--- config.mk ---
export PLATFORM = sky130hd
export DESIGN_NAME = pipe_hazard_ctrl
export DESIGN_NICKNAME = d
export VERILOG_FILES = /design/src/rtl/pipe_hazard_ctrl_pkg.sv /design/src/rtl/pipe_hazard_ctrl_sat_counter.sv /design/src/rtl/pipe_hazard_ctrl.sv
export SDC_FILE = /design/constraint.sdc
export NUM_CORES = 1
export LEC_CHECK = 0
export BUFFER_PORTS_ARGS = -buffer_cell sky130_fd_sc_hd__buf_2
export CAP_MARGIN = 20
export CELL_PAD_IN_SITES_DETAIL_PLACEMENT = 0
export CELL_PAD_IN_SITES_GLOBAL_PLACEMENT = 2
export CORE_ASPECT_RATIO = 0.6
export CORE_MARGIN = 1
export CORE_UTILIZATION = 25
export CTS_BUF_LIST = sky130_fd_sc_hd__clkbuf_16
export DETAILED_ROUTE_END_ITERATION = 10
export GPL_ROUTABILITY_DRIVEN = 1
export GPL_TIMING_DRIVEN = 0
export PLACE_DENSITY_LB_ADDON = 0.1
export SLEW_MARGIN = 20
export SYNTH_ARGS = -nofsm -noshare
export SYNTH_HDL_FRONTEND = slang
export SYNTH_HIERARCHICAL = 1
export SYNTH_SLANG_ARGS = --single-unit
--- constraint.sdc ---
create_clock -name clk -period 2.1 [get_ports clk]
set_input_delay 0.315 -clock clk [delete_from_list [all_inputs] [get_ports clk]]
set_output_delay 0.315 -clock clk [all_outputs]
set_load 0.02 [all_outputs]
--- src/rtl/pipe_hazard_ctrl_pkg.sv ---
// Shared types and default parameter values for the pipeline hazard sequencer.
// State encodings are fixed so they stay compatible with the original header.
package pipe_hazard_ctrl_pkg;

  typedef enum logic [1:0] {
    BOOT   = 2'd0,
    RUN    = 2'd1,
    FREEZE = 2'd2
  } ctrlState_t;

  localparam int unsigned DEF_BOOT_CYCLES = 2;
  localparam int unsigned DEF_STALL_LIMIT = 64;
  localparam int unsigned DEF_CNT_W       = 16;

endpackage

--- src/rtl/pipe_hazard_ctrl_sat_counter.sv ---
// Saturating event counter used for the hazard performance statistics.
// The counter holds at all-ones once it gets there; it never wraps back to zero.
module sat_counter #(
  parameter int unsigned W = 16
) (
  input  logic         clk,
  input  logic         rst,
  input  logic         inc,
  output logic [W-1:0] count
);

  always_ff @(posedge clk) begin
    if (rst)
      count <= '0;
    else if (inc && (count != '1))
      count <= count + W'(1);
  end

endmodule

--- src/rtl/pipe_hazard_ctrl.sv ---
// Central pipeline sequencer: merges stalls, redirects and data-memory waits
// into per-stage enables/flushes, with boot hold, stall watchdog and counters.
module pipe_hazard_ctrl
  import pipe_hazard_ctrl_pkg::*;
#(
  parameter int unsigned BOOT_CYCLES = DEF_BOOT_CYCLES,
  parameter int unsigned STALL_LIMIT = DEF_STALL_LIMIT,
  parameter int unsigned CNT_W       = DEF_CNT_W
) (
  input  logic             clk,
  input  logic             rst,
  input  logic             stall_lw,
  input  logic             stall_beq,
  input  logic             branch_taken,
  input  logic             jump,
  input  logic             dmem_req,
  input  logic             dmem_ready,
  output logic             pc_write,
  output logic             if2id_write,
  output logic             if2id_flush,
  output logic             id2ex_flush,
  output logic             pipe_freeze,
  output logic             hazard_err,
  output logic [CNT_W-1:0] stall_cnt,
  output logic [CNT_W-1:0] flush_cnt,
  output logic [CNT_W-1:0] freeze_cnt
);

  localparam int unsigned BOOT_W = (BOOT_CYCLES > 1) ? $clog2(BOOT_CYCLES) : 1;
  localparam int unsigned WD_W   = $clog2(STALL_LIMIT + 1);
  localparam logic [BOOT_W-1:0] BOOT_LAST  = BOOT_W'(BOOT_CYCLES - 1);
  localparam logic [WD_W-1:0]   WD_LIMIT   = WD_W'(STALL_LIMIT);
  localparam logic [WD_W-1:0]   WD_TRIGGER = WD_W'(STALL_LIMIT - 1);

  ctrlState_t        state;
  ctrlState_t        curState;
  logic [BOOT_W-1:0] bootCnt;
  logic [WD_W-1:0]   wdCnt;
  logic              memWait;
  logic              stallCase;
  logic              redirCase;

  // Reset forces the BOOT decode so the reset cycle itself drives BOOT outputs.
  assign curState = rst ? BOOT : state;

  always_comb begin
    memWait     = 1'b0;
    stallCase   = 1'b0;
    redirCase   = 1'b0;
    pc_write    = 1'b0;
    if2id_write = 1'b0;
    if2id_flush = 1'b0;
    id2ex_flush = 1'b0;
    pipe_freeze = 1'b0;
    case (curState)
      RUN: begin
        if (dmem_req && !dmem_ready) begin
          memWait = 1'b1;
        end else if (stall_lw || stall_beq) begin
          stallCase   = 1'b1;
          id2ex_flush = 1'b1;
        end else begin
          pc_write    = 1'b1;
          if2id_write = 1'b1;
          if (branch_taken || jump) begin
            redirCase   = 1'b1;
            if2id_flush = 1'b1;
          end
        end
      end
      FREEZE: begin
        if (!dmem_ready) begin
          memWait = 1'b1;
        end else begin
          pc_write    = 1'b1;
          if2id_write = 1'b1;
        end
      end
      default: begin
        if2id_flush = 1'b1;
        id2ex_flush = 1'b1;
      end
    endcase
    pipe_freeze = memWait;
  end

  always_ff @(posedge clk) begin
    if (rst) begin
      state      <= BOOT;
      bootCnt    <= '0;
      wdCnt      <= '0;
      hazard_err <= 1'b0;
    end else begin
      case (state)
        BOOT: begin
          if (bootCnt == BOOT_LAST) begin
            state   <= RUN;
            bootCnt <= '0;
          end else begin
            bootCnt <= bootCnt + BOOT_W'(1);
          end
        end
        RUN:     if (memWait) state <= FREEZE;
        FREEZE:  if (dmem_ready) state <= RUN;
        default: state <= BOOT;
      endcase
      // Flag is raised on the same edge that brings the run length to the limit.
      if (stallCase) begin
        if (wdCnt != WD_LIMIT) wdCnt <= wdCnt + WD_W'(1);
        if (wdCnt >= WD_TRIGGER) hazard_err <= 1'b1;
      end else begin
        wdCnt <= '0;
      end
    end
  end

  sat_counter #(.W(CNT_W)) uStallCnt (
    .clk(clk), .rst(rst), .inc(stallCase), .count(stall_cnt)
  );

  sat_counter #(.W(CNT_W)) uFlushCnt (
    .clk(clk), .rst(rst), .inc(redirCase), .count(flush_cnt)
  );

  sat_counter #(.W(CNT_W)) uFreezeCnt (
    .clk(clk), .rst(rst), .inc(memWait), .count(freeze_cnt)
  );

endmodule

==> metrics.cfg, run 1 <==
[critical_path]
cpPeakStageDelay_ps=470
critPathMaxFanout=10
worst_setup_path_start_kind=flop
path_common_cell=nand2_2
crit_path_end_kind=flop
critical_path_class=reg2reg
crit_slowest_cell=or4_1
worstPathArrival_ps=2240
crit_chain=nand2_2 -> inv_1 -> ha_4 -> a21oi_2 -> nor3_4 -> buf_6 -> nand2_2 -> clkbuf_8 -> or4_1 -> a21oi_1
crit_required_ps=2350

[placement]
dp.cells=605
port_buffers=61
dp_hpwl_um=6890
gp_congestion=0.758

[outcome]
status=finished clean

[floorplan]
start_util_pct=26.2
rows=31
dieArea_um2=13300
die_h_um=89.9
fp.coreArea_um2=12300
die_x_um=148
io-pin-count=62

[sta]
post-route-min-period_ps=1990
whs_ps=312
grt_setup_unrepaired=no
timing.fmax_mhz=503
worst_pin_slew_ps=724
finalCritPeriodShare_pct=94.6
slew_viol_final=0
setup_violations=0
fin_skew_ps=6.11
maxSlewHeadroom_pct=51.7
final_hold_viol_count=0

[global_routing]
grt_max_degree=11
use_met3_pct=4.31
grt_pass1_vias=2817
use_met2_pct=18.1
grt-ovfl-total=0
busiest_layer=met1
grt_pass1_wl_um=15400
grt_use_met1_pct=23.8
antenna_found_initial=0
grt_usage_pct=14.9

[synth]
mappedNetlistArea_um2=3220
synth-edff-count=0
syn_inst=379
synth_area_leaders=dfxtp_1 (37%), a21oi_1 (5.8%), or4_1 (4.9%)
yosysMostFrequentCell=dfxtp_1
yosysSeqAreaShare_pct=36.7
ys_ff_latch=59
ys.flop_type=dfxtp_1
avgSynthCellArea_um2=8.49
syn_nets=394
ys_async_sr_fraction_pct=0
netlist.area_leader.share_pct=36.7
synth_cell_types=46
synthTopCellsByCount=dfxtp_1 (59), a21oi_1 (37), nand3_1 (23), nor2_1 (23), nand2_1 (22)
synth.largest_area_cell=dfxtp_1
yosysWarningCount=6

[clock_network]
htree_levels=3
cts_root_buffer=clkbuf_16
ctsHoldBuffers=0
clk-insertion-delay-late_ps=330
cts_buffers=9
cts_tree=done
cts_max_path_buffers=2
clk_pin_slew_ps=50
clock_sinks=59

[detailed_routing]
firstDrtPassIters=4
drc=0
drt_wl_total_um=9660
vias=3209
via_per_inst=5.04
wl_per_cell_um=15.2
drt_iter0_markers=205
ant_nets=0

[layout]
nets=482
multi_input_area_um2=2020
regArea_um2=1190
fillers=1318
final-instance-count-excl-fill=637
syn_to_final_growth_pct=32.1
drive_above_1_share_pct=29.2
antenna_cells=0

[power]
power_density_nw_per_um2=591
power_w=0.00251
irDropWorstVdd_mv=0.302
leakage_nw=1.60

[run]
cap_violations=0

[min_path]
hp-class=in2reg

path summary, 6_finish.rpt:
kind	slack [ps]	from	endpoint	depth (start not counted)
setup / recovery	110	state[1]	uFreezeCnt/count[7]	10
hold / removal	310	rst	bootCnt	2
setup reg to reg	110	state[1]	uFreezeCnt/count[7]	10
hold reg to reg	480	hazard_err	hazard_err	2
final cells by class:
class,count,share of cell area (%)
Clock inverter,7,0.677
Timing Repair Buffer,77,10.2
Buffer,14,2.03
Clock buffer,9,5.30
Sequential cell,59,27.9
Tap cell,165,4.86
Inverter,17,1.50
Multi-Input combinational cell,289,47.6
through the flow:
step / TNS, ps / instance area (um2) / utilization [%] / setup slack (ps)
floorplan: 0 / 3260 / - / 16.5
global placement: -12460 / 3770 / 30.7 / -514
detailed placement: -13010 / 3770 / 30.7 / -507
CTS: 0 / 4110 / 33.4 / 8.19
global route: 0 / 4250 / 34.6 / 5.87
finish: 0 / 4250 / 34.6 / 113
registers in the layout (all words and copies together) (netlist names):
signal and count:
uStallCnt/count 16, state 2, wdCnt 7, uFreezeCnt/count 16, uFlushCnt/count 16, bootCnt 1
hazard_err 1
cells in the final DEF (no fill, tap or decap), types with 3 or more instances in the layout:
cell type and n:
nor4b_1 3, o311ai_0 3, a21oi_1 32, buf_1 3, buf_2 64, nand2_1 19, and4_1 7, or4_1 18
a21oi_2 5, nor2b_1 7, clkbuf_1 3, inv_1 16, o21ai_0 17, nor2_1 22, inv_2 4, buf_4 17
nand3_1 22, o31ai_1 18, clkbuf_16 9, nand3b_1 4, or4_4 3, o21a_1 4, nand4_4 3, mux2i_1 3
nand4_1 10, buf_6 3, nor3_1 16, nand2_2 6, xnor2_1 7, or3_1 12, and3_1 3, nor4_4 3
mux2_2 3, nor4_1 6, dfxtp_1 57, ha_1 5
cell families (layout without fill, tap and decap cells):
kind of cell / after synthesis / after routing / synth area share, %
adders and majority gates: 7 / 7 / 2.72
and+or+nand+nor: 179 / 179 / 35.4
DFF: 59 / 59 / 36.7
xor gates and xnor gates: 9 / 9 / 2.45
AOI/OAI and AO/OA: 88 / 88 / 16.6
buffers and inverters: 31 / 124 / 4.08
muxes: 6 / 6 / 1.98
layer usage:
metal,vias up,wire [um]
li1,1630,-
met5,-,0
met3,5,413
met2,64,3540
met1,1510,5640
met4,0,61
critical path, delay by kind of cell (launching register included):
kind                       cells  cell delay (ps)
adders and majority gates      1              140
and+or+nand+nor                4              800
AOI/OAI and AO/OA              2              200
DFF                            1              360
buffers and inverters          3              410
report_power, final:
| part | internal, W | total, W | switching (W) |
|---|---|---|---|
| Clock | 0.000771 | 0.00127 | 0.000504 |
| Sequential | 0.00113 | 0.00114 | 0.00000737 |
| Combinational | 0.0000373 | 0.000101 | 0.0000637 |
| Total | 0.00194 | 0.00251 | 0.000575 |
timing repair:
item,in CTS,in global routing
resized for setup,11,24
setup endpoints to repair,38,35
pin swaps,3,6
setup buffers,7,9
(Power assumes the default switching activity.)
==> inputs of run 2 (changes only) <==
==> constraint.sdc (replaced) <==
create_clock -name clk -period 2.1 [get_ports clk]
set_input_delay 0.105 -clock clk [delete_from_list [all_inputs] [get_ports clk]]
set_output_delay 0.105 -clock clk [all_outputs]
set_load 0.02 [all_outputs]
==> run 2 against run 1 <==
  * Design area shrank 1.8%
  * First-iteration DRC count shrank 11%
  * Non-clock buffer count shrank 8
  * Clock skew shrank 1.2 ps
  * Global-route usage is essentially flat
  * Largest cell class unchanged
  * Worst hold slack lost 230 ps
  * Die area is the same
  * Sequential share of layout area grew 0.52 points
==> metrics.cfg, run 2 (same netlist as run 1, synthesis figures left out) <==
[power]
leakage_nw=1.55
irDropWorstVdd_mv=0.331
power_w=0.00251
power_density_nw_per_um2=601

[layout]
final_cell_mix=buf_2 (64), dfxtp_1 (57), a21oi_1 (35)
nets=474
syn_to_final_growth_pct=29.7
antenna_cells=0
final_common_cell=buf_2
reg_top3=uFlushCnt/count x16, uFreezeCnt/count x16, uStallCnt/count x16
drive_above_1_share_pct=27.4

[min_path]
hold_path.startpoint=rst
min_to=bootCnt
hp-class=in2reg
hold_depth=2

[sta]
post-route-min-period_ps=2010
worst_pin_slew_ps=718
maxSlewHeadroom_pct=52.1
grt_setup_unrepaired=yes
slew_viol_final=0
setup_violations=0
fin_skew_ps=4.92
timing.fmax_mhz=497
finalCritPeriodShare_pct=95.7
final_hold_viol_count=0
finalSetupTns_ps=0
worst_slack_ps=89.7
whs_ps=82.5

[run]
cap_violations=0

[clock_network]
clock_sinks=59
ctsHoldBuffers=0
cts_root_buffer=clkbuf_16
cts_tree=done
clk_pin_slew_ps=50
htree_levels=3
cts_max_path_buffers=2
cts_buffers=9
clk-insertion-delay-late_ps=330

[critical_path]
worstRegToRegCells=7
crit_slowest_cell=mux2_2
worstPathArrival_ps=2220
crit_chain=ha_1 -> nand3_1 -> nor4_4 -> buf_4 -> buf_4 -> nor4bb_1 -> mux2_2
crit_required_ps=2310
crit_path_end_kind=flop
critical_path_class=reg2reg
rr_endpoint=uFlushCnt/count[11]
path_common_cell=buf_4
reg2reg_from=uFlushCnt/count[0]
r2r_setup_slack_ps=90
cpPeakStageDelay_ps=380
worst_setup_path_start_kind=flop
critPathMaxFanout=8

[floorplan]
dieArea_um2=13300
start_util_pct=26.2
die_h_um=89.9
die_x_um=148
fp.coreArea_um2=12300
rows=31
io-pin-count=62

[detailed_routing]
via_per_inst=5.02
vias=3160
drt_iter0_markers=182
drc=0
ant_nets=0
wl_per_cell_um=15.2
firstDrtPassIters=4
drt_wl_total_um=9580

[placement]
pre_cts_ws_ps=-416
port_buffers=61
dp_hpwl_um=6980
gp_congestion=0.721

[global_routing]
grt-ovfl-total=0
grt_pass1_vias=2850
grt_max_degree=11
grt_pass1_wl_um=15600
antenna_found_initial=0
grt_usage_pct=14.9

[outcome]
status=finished clean

[run 2: cell types whose count changed in the layout (fill, tap and decap cells not counted), moves of 3 or more]
cell     change
or4_1        +3
buf_4        -5
o41ai_2      +3
a21oi_1      +3
a21oi_2      -3
or4_4        -3
[run 2: what timing repair did]
item | 4_1_cts | 5_1_grt
pin swaps | 2 | 5
cloned | 0 | 0
setup endpoints to repair | 27 | 34
resized for setup | 6 | 25
setup buffers | 3 | 5
[run 2: worst max-delay path, delay by kind of cell, from the launching register on]
family                   cells  cell delay, ps
AND/OR/NAND/NOR              3             570
buffers and inverters        2             290
flip-flops                   1             360
adder cells (fa/ha/maj)      1             290
multiplexers                 1             380
[run 2: routing by layer]
layer	vias up	GRT usage, %	wire, um
li1	1604	-	-
met2	66	18.8	3600
met3	8	4.06	438
met1	1482	23.5	5440
met4	0	4.38	102
met5	-	0	0
[run 2: how the worst max path moves through the flow]
stage / cells after the start / from / to
5_1_grt: 9 / state[0] / uStallCnt/count[7]
3_5_place_dp: 11 / rst / uFlushCnt/count[13]
2_1_floorplan: 9 / state[0] / uFreezeCnt/count[9]
4_1_cts: 9 / state[0] / uFlushCnt/count[15]
6_report: 7 / uFlushCnt/count[0] / uFlushCnt/count[11]
3_3_place_gp: 11 / rst / uFlushCnt/count[9]
[run 2: cell type report]
cell class / instances / area, um2
inverters: 17 / 63.8
clock inverters: 7 / 28.8
plain buffers: 14 / 78.8
flip-flops and latches: 59 / 1190
clock buffers: 9 / 225
fillers: 1327 / 8120
repair buffers: 69 / 365
multi-input cells: 289 / 2020
well taps: 165 / 206
[run 2: per-stage QoR]
stage          cell area [um2]  cells  utilization [%]
2_1_floorplan             3250    379                -
3_3_place_gp              3760    605             30.6
3_5_place_dp              3760    605             30.6
4_1_cts                   4050    624             33.0
5_1_grt                   4170    629             33.9
6_report                  4170    629             33.9
[run 2: power breakdown]
group          internal (W)  leakage (nW)  switching, W
registers           0.00113         0.477    0.00000832
logic             0.0000308         0.936     0.0000617
clock network      0.000771         0.138      0.000506
